File: config.mk
export PLATFORM = sky130hd
export DESIGN_NAME = dsp_mac_lanes
export DESIGN_NICKNAME = d
export VERILOG_FILES = /design/src/rtl/dsp_mac_lanes.sv
export SDC_FILE = /design/constraint.sdc
export NUM_CORES = 2
export LEC_CHECK = 0
export BUFFER_PORTS_ARGS = -buffer_cell sky130_fd_sc_hd__buf_4
export CORE_ASPECT_RATIO = 0.5
export CORE_MARGIN = 2
export CORE_UTILIZATION = 55
export DETAILED_ROUTE_END_ITERATION = 8
export GPL_TIMING_DRIVEN = 1
export PLACE_DENSITY = 0.8
export SLEW_MARGIN = 20
export SYNTH_ARGS = -nofsm -noshare
export SYNTH_HDL_FRONTEND = slang
export SYNTH_SLANG_ARGS = --single-unit
File: constraint.sdc
create_clock -name clk -period 19.1 [get_ports clk]
set_input_delay 2.865 -clock clk [delete_from_list [all_inputs] [get_ports clk]]
set_output_delay 2.865 -clock clk [all_outputs]
set_load 0.1 [all_outputs]
File: src/rtl/dsp_mac_lanes.sv
// -----------------------------------------------------------------------------
// dsp_mac_lanes
//   Multi-lane signed multiply-accumulate unit. LANES independent signed
//   A x B products are formed in parallel and summed per lane over a frame
//   delimited by in_first / in_last. The frame result is offered on a
//   valid/ready port whose back-pressure stalls the whole pipeline.
//
//   Pipeline: S1 operand register -> S2 product register (zero-skip)
//             -> S3 accumulator FSM -> output register.
//   The last beat accepted at edge t shows up as out_valid=1 after edge t+3.
//
// Ports
//   clk        clock
//   rst_n      asynchronous reset, active-high (registers clear while rst_n=1)
//   in_valid   input beat valid
//   in_ready   input beat accepted when in_valid && in_ready
//   in_a       lane i operand A at [i*A_WIDTH +: A_WIDTH], signed
//   in_b       lane i operand B at [i*B_WIDTH +: B_WIDTH], signed
//   in_first   beat starts a new frame
//   in_last    beat ends the frame
//   out_valid  frame result valid
//   out_ready  consumer accepts result
//   out_acc    lane i accumulated sum at [i*ACC_WIDTH +: ACC_WIDTH], signed
//   out_beats  beats in the frame, saturating at 16'hFFFF
//   out_sat    per-lane sticky saturation flag for the frame
//
// Build option
//   DSP_MAC_SATURATE_EN : when defined, each lane clamps on accumulate
//   overflow and raises its sticky out_sat bit; otherwise sums wrap modulo
//   2^ACC_WIDTH and out_sat stays 0.
// -----------------------------------------------------------------------------
module dsp_mac_lanes #(
  parameter int A_WIDTH   = 8,
  parameter int B_WIDTH   = 8,
  parameter int ACC_WIDTH = 32,
  parameter int LANES     = 4
) (
  input  logic                       clk,
  input  logic                       rst_n,
  input  logic                       in_valid,
  output logic                       in_ready,
  input  logic [LANES*A_WIDTH-1:0]   in_a,
  input  logic [LANES*B_WIDTH-1:0]   in_b,
  input  logic                       in_first,
  input  logic                       in_last,
  output logic                       out_valid,
  input  logic                       out_ready,
  output logic [LANES*ACC_WIDTH-1:0] out_acc,
  output logic [15:0]                out_beats,
  output logic [LANES-1:0]           out_sat
);

  localparam int P_WIDTH = A_WIDTH + B_WIDTH;

  // Parameter sanity: the accumulator must hold at least one full product.
  if (ACC_WIDTH < P_WIDTH) begin : g_bad_acc_width
    $error("dsp_mac_lanes: ACC_WIDTH must be >= A_WIDTH + B_WIDTH");
  end
  if (LANES < 1) begin : g_bad_lanes
    $error("dsp_mac_lanes: LANES must be >= 1");
  end

  typedef enum logic [0:0] {
    ST_IDLE  = 1'b0,
    ST_ACCUM = 1'b1
  } state_t;

  // Global advance enable: everything holds while a result waits unaccepted.
  logic w_en;
  assign w_en     = !(out_valid && !out_ready);
  assign in_ready = w_en;

  // Stage 1 registers
  logic                     r_s1_valid;
  logic                     r_s1_first;
  logic                     r_s1_last;
  logic [LANES*A_WIDTH-1:0] r_s1_a;
  logic [LANES*B_WIDTH-1:0] r_s1_b;

  // Stage 2 registers
  logic                     r_s2_valid;
  logic                     r_s2_first;
  logic                     r_s2_last;
  logic [LANES*P_WIDTH-1:0] r_s2_prod;

  // Stage 3 (accumulator) registers
  state_t                     r_state;
  logic [LANES*ACC_WIDTH-1:0] r_acc;
  logic [15:0]                r_beats;
  logic [LANES-1:0]           r_sat;
  logic                       r_s3_fin;

  // Per-lane combinational results
  logic [LANES*P_WIDTH-1:0]   w_prod;
  logic [LANES*ACC_WIDTH-1:0] w_start_acc;
  logic [LANES*ACC_WIDTH-1:0] w_sum_acc;
  logic [LANES-1:0]           w_sum_sat;
  logic                       w_start;

`ifdef DSP_MAC_SATURATE_EN
  localparam int SUM_W = ACC_WIDTH + 1;
  localparam logic [ACC_WIDTH-1:0] ACC_MAX = {1'b0, {(ACC_WIDTH-1){1'b1}}};
  localparam logic [ACC_WIDTH-1:0] ACC_MIN = {1'b1, {(ACC_WIDTH-1){1'b0}}};
`endif

  for (genvar g = 0; g < LANES; g++) begin : g_lane
    logic signed [A_WIDTH-1:0]   w_a;
    logic signed [B_WIDTH-1:0]   w_b;
    logic signed [P_WIDTH-1:0]   w_mul;
    logic signed [P_WIDTH-1:0]   w_prod_lane;
    logic signed [ACC_WIDTH-1:0] w_acc_lane;
    logic signed [ACC_WIDTH-1:0] w_pext;
    logic signed [ACC_WIDTH-1:0] w_add;
    logic                        w_add_sat;

    assign w_a   = r_s1_a[g*A_WIDTH +: A_WIDTH];
    assign w_b   = r_s1_b[g*B_WIDTH +: B_WIDTH];
    assign w_mul = P_WIDTH'(w_a) * P_WIDTH'(w_b);

    // Zero-skip: a zero operand bypasses the multiplier result entirely.
    assign w_prod[g*P_WIDTH +: P_WIDTH] =
        ((w_a == '0) || (w_b == '0)) ? '0 : w_mul;

    assign w_prod_lane = r_s2_prod[g*P_WIDTH +: P_WIDTH];
    assign w_pext      = ACC_WIDTH'(w_prod_lane);
    assign w_acc_lane  = r_acc[g*ACC_WIDTH +: ACC_WIDTH];

`ifdef DSP_MAC_SATURATE_EN
    logic signed [ACC_WIDTH:0] w_sum;
    assign w_sum = SUM_W'(w_acc_lane) + SUM_W'(w_pext);

    // Clamp to the signed range when the two top sum bits disagree.
    always_comb begin
      w_add     = w_sum[ACC_WIDTH-1:0];
      w_add_sat = 1'b0;
      if (w_sum[ACC_WIDTH] != w_sum[ACC_WIDTH-1]) begin
        w_add     = w_sum[ACC_WIDTH] ? ACC_MIN : ACC_MAX;
        w_add_sat = 1'b1;
      end else begin
        w_add     = w_sum[ACC_WIDTH-1:0];
        w_add_sat = 1'b0;
      end
    end
`else
    assign w_add     = w_acc_lane + w_pext;
    assign w_add_sat = 1'b0;
`endif

    assign w_start_acc[g*ACC_WIDTH +: ACC_WIDTH] = w_pext;
    assign w_sum_acc[g*ACC_WIDTH +: ACC_WIDTH]   = w_add;
    assign w_sum_sat[g]                          = w_add_sat;
  end

  // Stage 1: capture operands and beat flags.
  always_ff @(posedge clk or posedge rst_n) begin
    if (rst_n) begin
      r_s1_valid <= 1'b0;
      r_s1_first <= 1'b0;
      r_s1_last  <= 1'b0;
      r_s1_a     <= '0;
      r_s1_b     <= '0;
    end else if (w_en) begin
      r_s1_valid <= in_valid;
      r_s1_first <= in_first;
      r_s1_last  <= in_last;
      r_s1_a     <= in_a;
      r_s1_b     <= in_b;
    end
  end

  // Stage 2: register the per-lane products.
  always_ff @(posedge clk or posedge rst_n) begin
    if (rst_n) begin
      r_s2_valid <= 1'b0;
      r_s2_first <= 1'b0;
      r_s2_last  <= 1'b0;
      r_s2_prod  <= '0;
    end else if (w_en) begin
      r_s2_valid <= r_s1_valid;
      r_s2_first <= r_s1_first;
      r_s2_last  <= r_s1_last;
      r_s2_prod  <= w_prod;
    end
  end

  // A beat opens a fresh frame when flagged first or when no frame is open.
  always_comb begin
    w_start = 1'b1;
    case (r_state)
      ST_IDLE:  w_start = 1'b1;
      ST_ACCUM: w_start = r_s2_first;
      default:  w_start = 1'b1;
    endcase
  end

  // Stage 3: accumulator FSM; r_s3_fin marks a completed frame in r_acc.
  always_ff @(posedge clk or posedge rst_n) begin
    if (rst_n) begin
      r_state  <= ST_IDLE;
      r_acc    <= '0;
      r_beats  <= 16'd0;
      r_sat    <= '0;
      r_s3_fin <= 1'b0;
    end else if (w_en) begin
      r_s3_fin <= r_s2_valid && r_s2_last;
      if (r_s2_valid) begin
        if (w_start) begin
          r_acc   <= w_start_acc;
          r_beats <= 16'd1;
          r_sat   <= '0;
        end else begin
          r_acc   <= w_sum_acc;
          r_beats <= (r_beats == 16'hFFFF) ? r_beats : r_beats + 16'd1;
          r_sat   <= r_sat | w_sum_sat;
        end
        r_state <= r_s2_last ? ST_IDLE : ST_ACCUM;
      end
    end
  end

  // Output register: when advancing, any held result has just been taken,
  // so out_valid simply follows whether a new frame completed.
  always_ff @(posedge clk or posedge rst_n) begin
    if (rst_n) begin
      out_valid <= 1'b0;
      out_acc   <= '0;
      out_beats <= 16'd0;
      out_sat   <= '0;
    end else if (w_en) begin
      out_valid <= r_s3_fin;
      if (r_s3_fin) begin
        out_acc   <= r_acc;
        out_beats <= r_beats;
        out_sat   <= r_sat;
      end
    end
  end

endmodule
Word-level counts from Yosys, hierarchy flattened
Cells that the tools add are included.
{"block": "op_classes", "add_sub_neg": 5, "n_mul": 4, "n_eq_ne": 2, "muxes": 9, "bitwise": 2, "n_reduce_logical": 19}
{"op": "32-bit by 16-bit adder with 32-bit output", "count": 4}
{"op": "128-bit two-way mux", "count": 1}
{"op": "16-bit two-way mux", "count": 6}
{"op": "8-bit logical NOT", "count": 8}
{"op": "8-bit by 8-bit multiplier with 16-bit output", "count": 4}
{"op": "16-bit by 1-bit adder with 16-bit output, second input constant", "count": 1}
{"op": "16-bit equality test, second input constant", "count": 1}
{"op": "1-bit logical OR", "count": 4}
{"op": "2-bit AND reduction", "count": 2}
{"op": "3-bit AND reduction", "count": 1}
{"op": "1-bit logical AND", "count": 2}
{"op": "1-bit logical NOT", "count": 2}
{"op": "2-bit inequality test, second input constant", "count": 1}
{"op": "1-bit NOT", "count": 2}
{"op": "1-bit one-hot mux with 2 select lines", "count": 1}
{"op": "1-bit two-way mux", "count": 1}
{"block": "totals", "regBits": 425, "input_bits": 70, "output_inout_bits": 150, "wordCells": 57}

Longest topological paths before layout
{"block": "depth", "ltp_word": 4, "depth_mapped": 21, "depth_no_buf": 20}

Worst setup path before layout
Ideal clock, no wire load.
{"block": "synth_path", "path_kind": "in2out", "start": "input out_ready", "end": "output in_ready", "t_arrival_ns": 4.365, "required_time_ns": 16.235, "path_slack_ns": 11.870, "path_stages": 5, "n_path_buf": 3, "path_cell_list": "nor2b_1 -> clkbuf_1 -> inv_2 -> clkbuf_1 -> buf_1"}
{"block": "synth_between", "elab_chain_cells": 3}
{"item": "from (decl)", "line": "47", "text": "input logic out_ready,"}
{"item": "1-bit logical NOT", "line": "70", "text": "assign w_en = !(out_valid && !out_ready);"}
{"item": "1-bit logical AND", "line": "70"}
{"item": "1-bit logical NOT", "line": "70"}
{"item": "to (decl)", "line": "41", "text": "output logic in_ready,"}
No other way between the ends.

Final worst setup path
Same ends and word-level chain as after synthesis.

==> flow_metrics.py <==
metrics = {
    "yosys": {
        "yosys.cell_count.top_type": "nand2_1",
        "synth_enable_flop_cells": 0,
        "netlist_top_cells_count": "515 x nand2_1, 425 x dfrtp_1, 389 x inv_1, 241 x ha_1, 224 x fa_1",
        "syn_area_per_cell_um2": 9.34,
        "synthFlopType": "dfrtp_1",
        "synth_top_area_share": 0.330,
        "synthCells": 3453,
        "ys_seq_area_frac": 0.330,
        "synth_area_leader_cell": "dfrtp_1",
        "syn-cell-area_um2": 32200,
        "yosysWarnings": 0,
        "ys_async_sr_fraction": 1.00,
        "synthTopCellsByArea": "dfrtp_1 33%, fa_1 14%, ha_1 9.4%",
        "yosysUniqueCellTypes": 67,
        "ys_seq_elements": 425,
    },
    "timing": {
        "hold_viol": 0,
        "tns_ns": 0,
        "fmax_mhz": 146,
        "setup_violations": 0,
        "fin_crit_sh": 0.359,
        "slew_headroom": 0.330,
        "rsz0062_at_grt": "no",
        "tightest_slew_ns": 1.01,
        "maxSlewViolCount": 0,
        "layout_min_cycle_time_ns": 6.86,
        "clock_skew_ns": 0.0303,
    },
    "setup_path": {
        "critPathRequiredTime_ns": 16.23,
        "reg2reg_from": "r_s1_b[26]",
        "r2r.worst_path.cells": 19,
        "criticalPathCategory": "input pin to output pin",
        "critPathArrivalTime_ns": 3.99,
        "r2r_slack_ns": 13.99,
        "r2r_end": "r_s2_prod[62]",
        "cp-start-kind": "input pin",
        "crit_path_end_kind": "output pin",
        "cp_max_fo": 46,
    },
    "final_layout": {
        "fin_cells": 4380,
        "multi_input_area_um2": 19600,
        "fill_cells": 4640,
        "nets": 4116,
        "drive_above_1_share": 0.129,
        "seq_area_um2": 10600,
        "area_growth_pct": 11.1,
        "antenna_cells": 0,
    },
    "floorplanning": {
        "core_um2": 57600,
        "fp.dieH_um": 175,
        "fp-row-count": 62,
        "die_w_um": 346,
        "start_util": 0.559,
        "die_area_um2": 60700,
        "io_pins": 220,
    },
    "clock_network": {
        "cts_setup_buffers": 0,
        "cts.sinks": 425,
        "ctsResizeCount": 0,
        "cts_buffers": 41,
        "h-tree-depth": 2,
        "cts_tree": "built",
        "root_buffer": "clkbuf_16",
        "cts_buffer_depth": 3,
        "worstSkewPairLatency_ns": 0.59,
        "path_clk_slew_ns": 0.06,
        "hold_buffers": 0,
    },
    "drt": {
        "routed_wl_um": 74700,
        "antenna_left": 0,
        "dr.pass1.iters": 6,
        "routedWlPerCell_um": 17.1,
        "viasPerCell": 5.62,
        "vias": 24623,
        "drc": 0,
        "first_iter_violations": 1816,
    },
    "hold_path": {
        "min_path_type": "flop to flop",
        "whs_path_depth": 2,
        "hold_start": "r_s1_valid",
        "min_to": "r_s1_valid",
    },
    "global_routing": {
        "grt-ovfl-total": 0,
        "grt_pass1_vias": 24664,
        "antenna_found_initial": 0,
        "grt_max_degree": 89,
        "grt_use_total": 0.250,
        "grt_pass1_wl_um": 125000,
    },
    "run_status": {
        "status": "complete, no violations",
    },
    "place": {
        "hpwl_um": 55600,
        "port_buffers": 215,
        "place_inst": 4306,
        "gp_congestion": 0.914,
    },
    "flow_run": {
        "max_cap_viol_count": 0,
    },
}
routing by layer:
metal	vias up	track usage	routed length [µm]
met5	-	0	0
met4	0	0.0808	2360
met3	140	0.0378	4640
met2	692	0.404	34400
met1	12129	0.349	33300
li1	11662	-	-
worst max-delay path, cell delays in order:
cell and delay (ns):
buf_4 0.09, nor2b_4 0.04, inv_2 0.56, buf_4 0.42
placed cells by master, fill, tap and decap left out, types with 14 or more instances in the layout:
cell	synthesis	final
fa_1	224	224
nor2_1	131	131
nand3_1	27	27
xnor2_1	120	120
a22o_1	14	14
xor2_1	54	54
o21ai_0	137	137
inv_1	389	388
nand2b_1	22	21
clkbuf_16	0	42
dfrtp_1	425	425
mux2_2	141	141
ha_1	241	241
a21oi_1	223	223
buf_4	4	231
o21ai_1	83	83
o21a_1	17	17
a31oi_1	17	17
o211ai_1	17	17
and2_1	181	180
a21o_1	54	54
o21bai_1	37	37
nor2b_1	35	33
nand2_1	515	513
a211oi_1	22	22
nor3_1	24	24
state kept, by name (all words and copies together) (netlist names):
| name | cells |
|---|---|
| r_s1_first | 1 |
| r_beats | 16 |
| r_acc | 128 |
| r_s1_a | 32 |
| r_s3_fin | 1 |
| out_valid | 1 |
| r_s2_prod | 64 |
| r_state | 1 |
| r_s2_last | 1 |
| out_acc | 128 |
| r_s1_valid | 1 |
| r_s1_b | 32 |
| r_s1_last | 1 |
| out_beats | 16 |
| r_s2_first | 1 |
| r_s2_valid | 1 |
cells by family (layout without fill, tap and decap cells):
| group | Yosys count | after routing | synth area share |
|---|---|---|---|
| AO/OA/AOI/OAI | 697 | 697 | 0.132 |
| adder cells (fa/ha/maj) | 465 | 465 | 0.233 |
| XOR/XNOR | 174 | 174 | 0.0473 |
| AND/OR/NAND/NOR | 1000 | 1000 | 0.143 |
| other | 1 | 4 | 0.000116 |
| multiplexers | 149 | 149 | 0.0518 |
| flip-flops | 425 | 425 | 0.330 |
| buffers and inverters | 542 | 698 | 0.0636 |
area by class of cell:
| class | count | share of cell area |
|---|---|---|
| clock inverters | 21 | 0.00705 |
| multi-input cells | 2489 | 0.547 |
| inverters | 393 | 0.0414 |
| clock buffers | 53 | 0.0324 |
| flip-flops and latches | 425 | 0.297 |
| well taps | 768 | 0.0268 |
| repair buffers | 231 | 0.0484 |
worst max-delay path by stage:
stage | from | to | slack (ns) | depth (start not counted)
floorplan | rst_n | out_acc[0] | 4.40 | 1
global placement | out_ready | in_ready | 12.28 | 4
detailed placement | out_ready | in_ready | 12.24 | 4
CTS | out_ready | in_ready | 12.25 | 4
global route | out_ready | in_ready | 12.16 | 4
finish | out_ready | in_ready | 12.24 | 4
metrics by stage:
stage	hold slack (ns)	cell area [µm²]	utilization	worst slack (ns)
2_1_floorplan	0.439	32300	-	4.40
3_3_place_gp	0.453	34400	0.597	12.28
3_5_place_dp	0.460	34400	0.597	12.24
4_1_cts	0.478	35800	0.622	12.25
5_1_grt	0.498	35800	0.622	12.16
6_report	0.479	35800	0.622	12.24
Power is not shown: default switching activity piles up to over one toggle a cycle in this logic, so the estimate is an artifact.
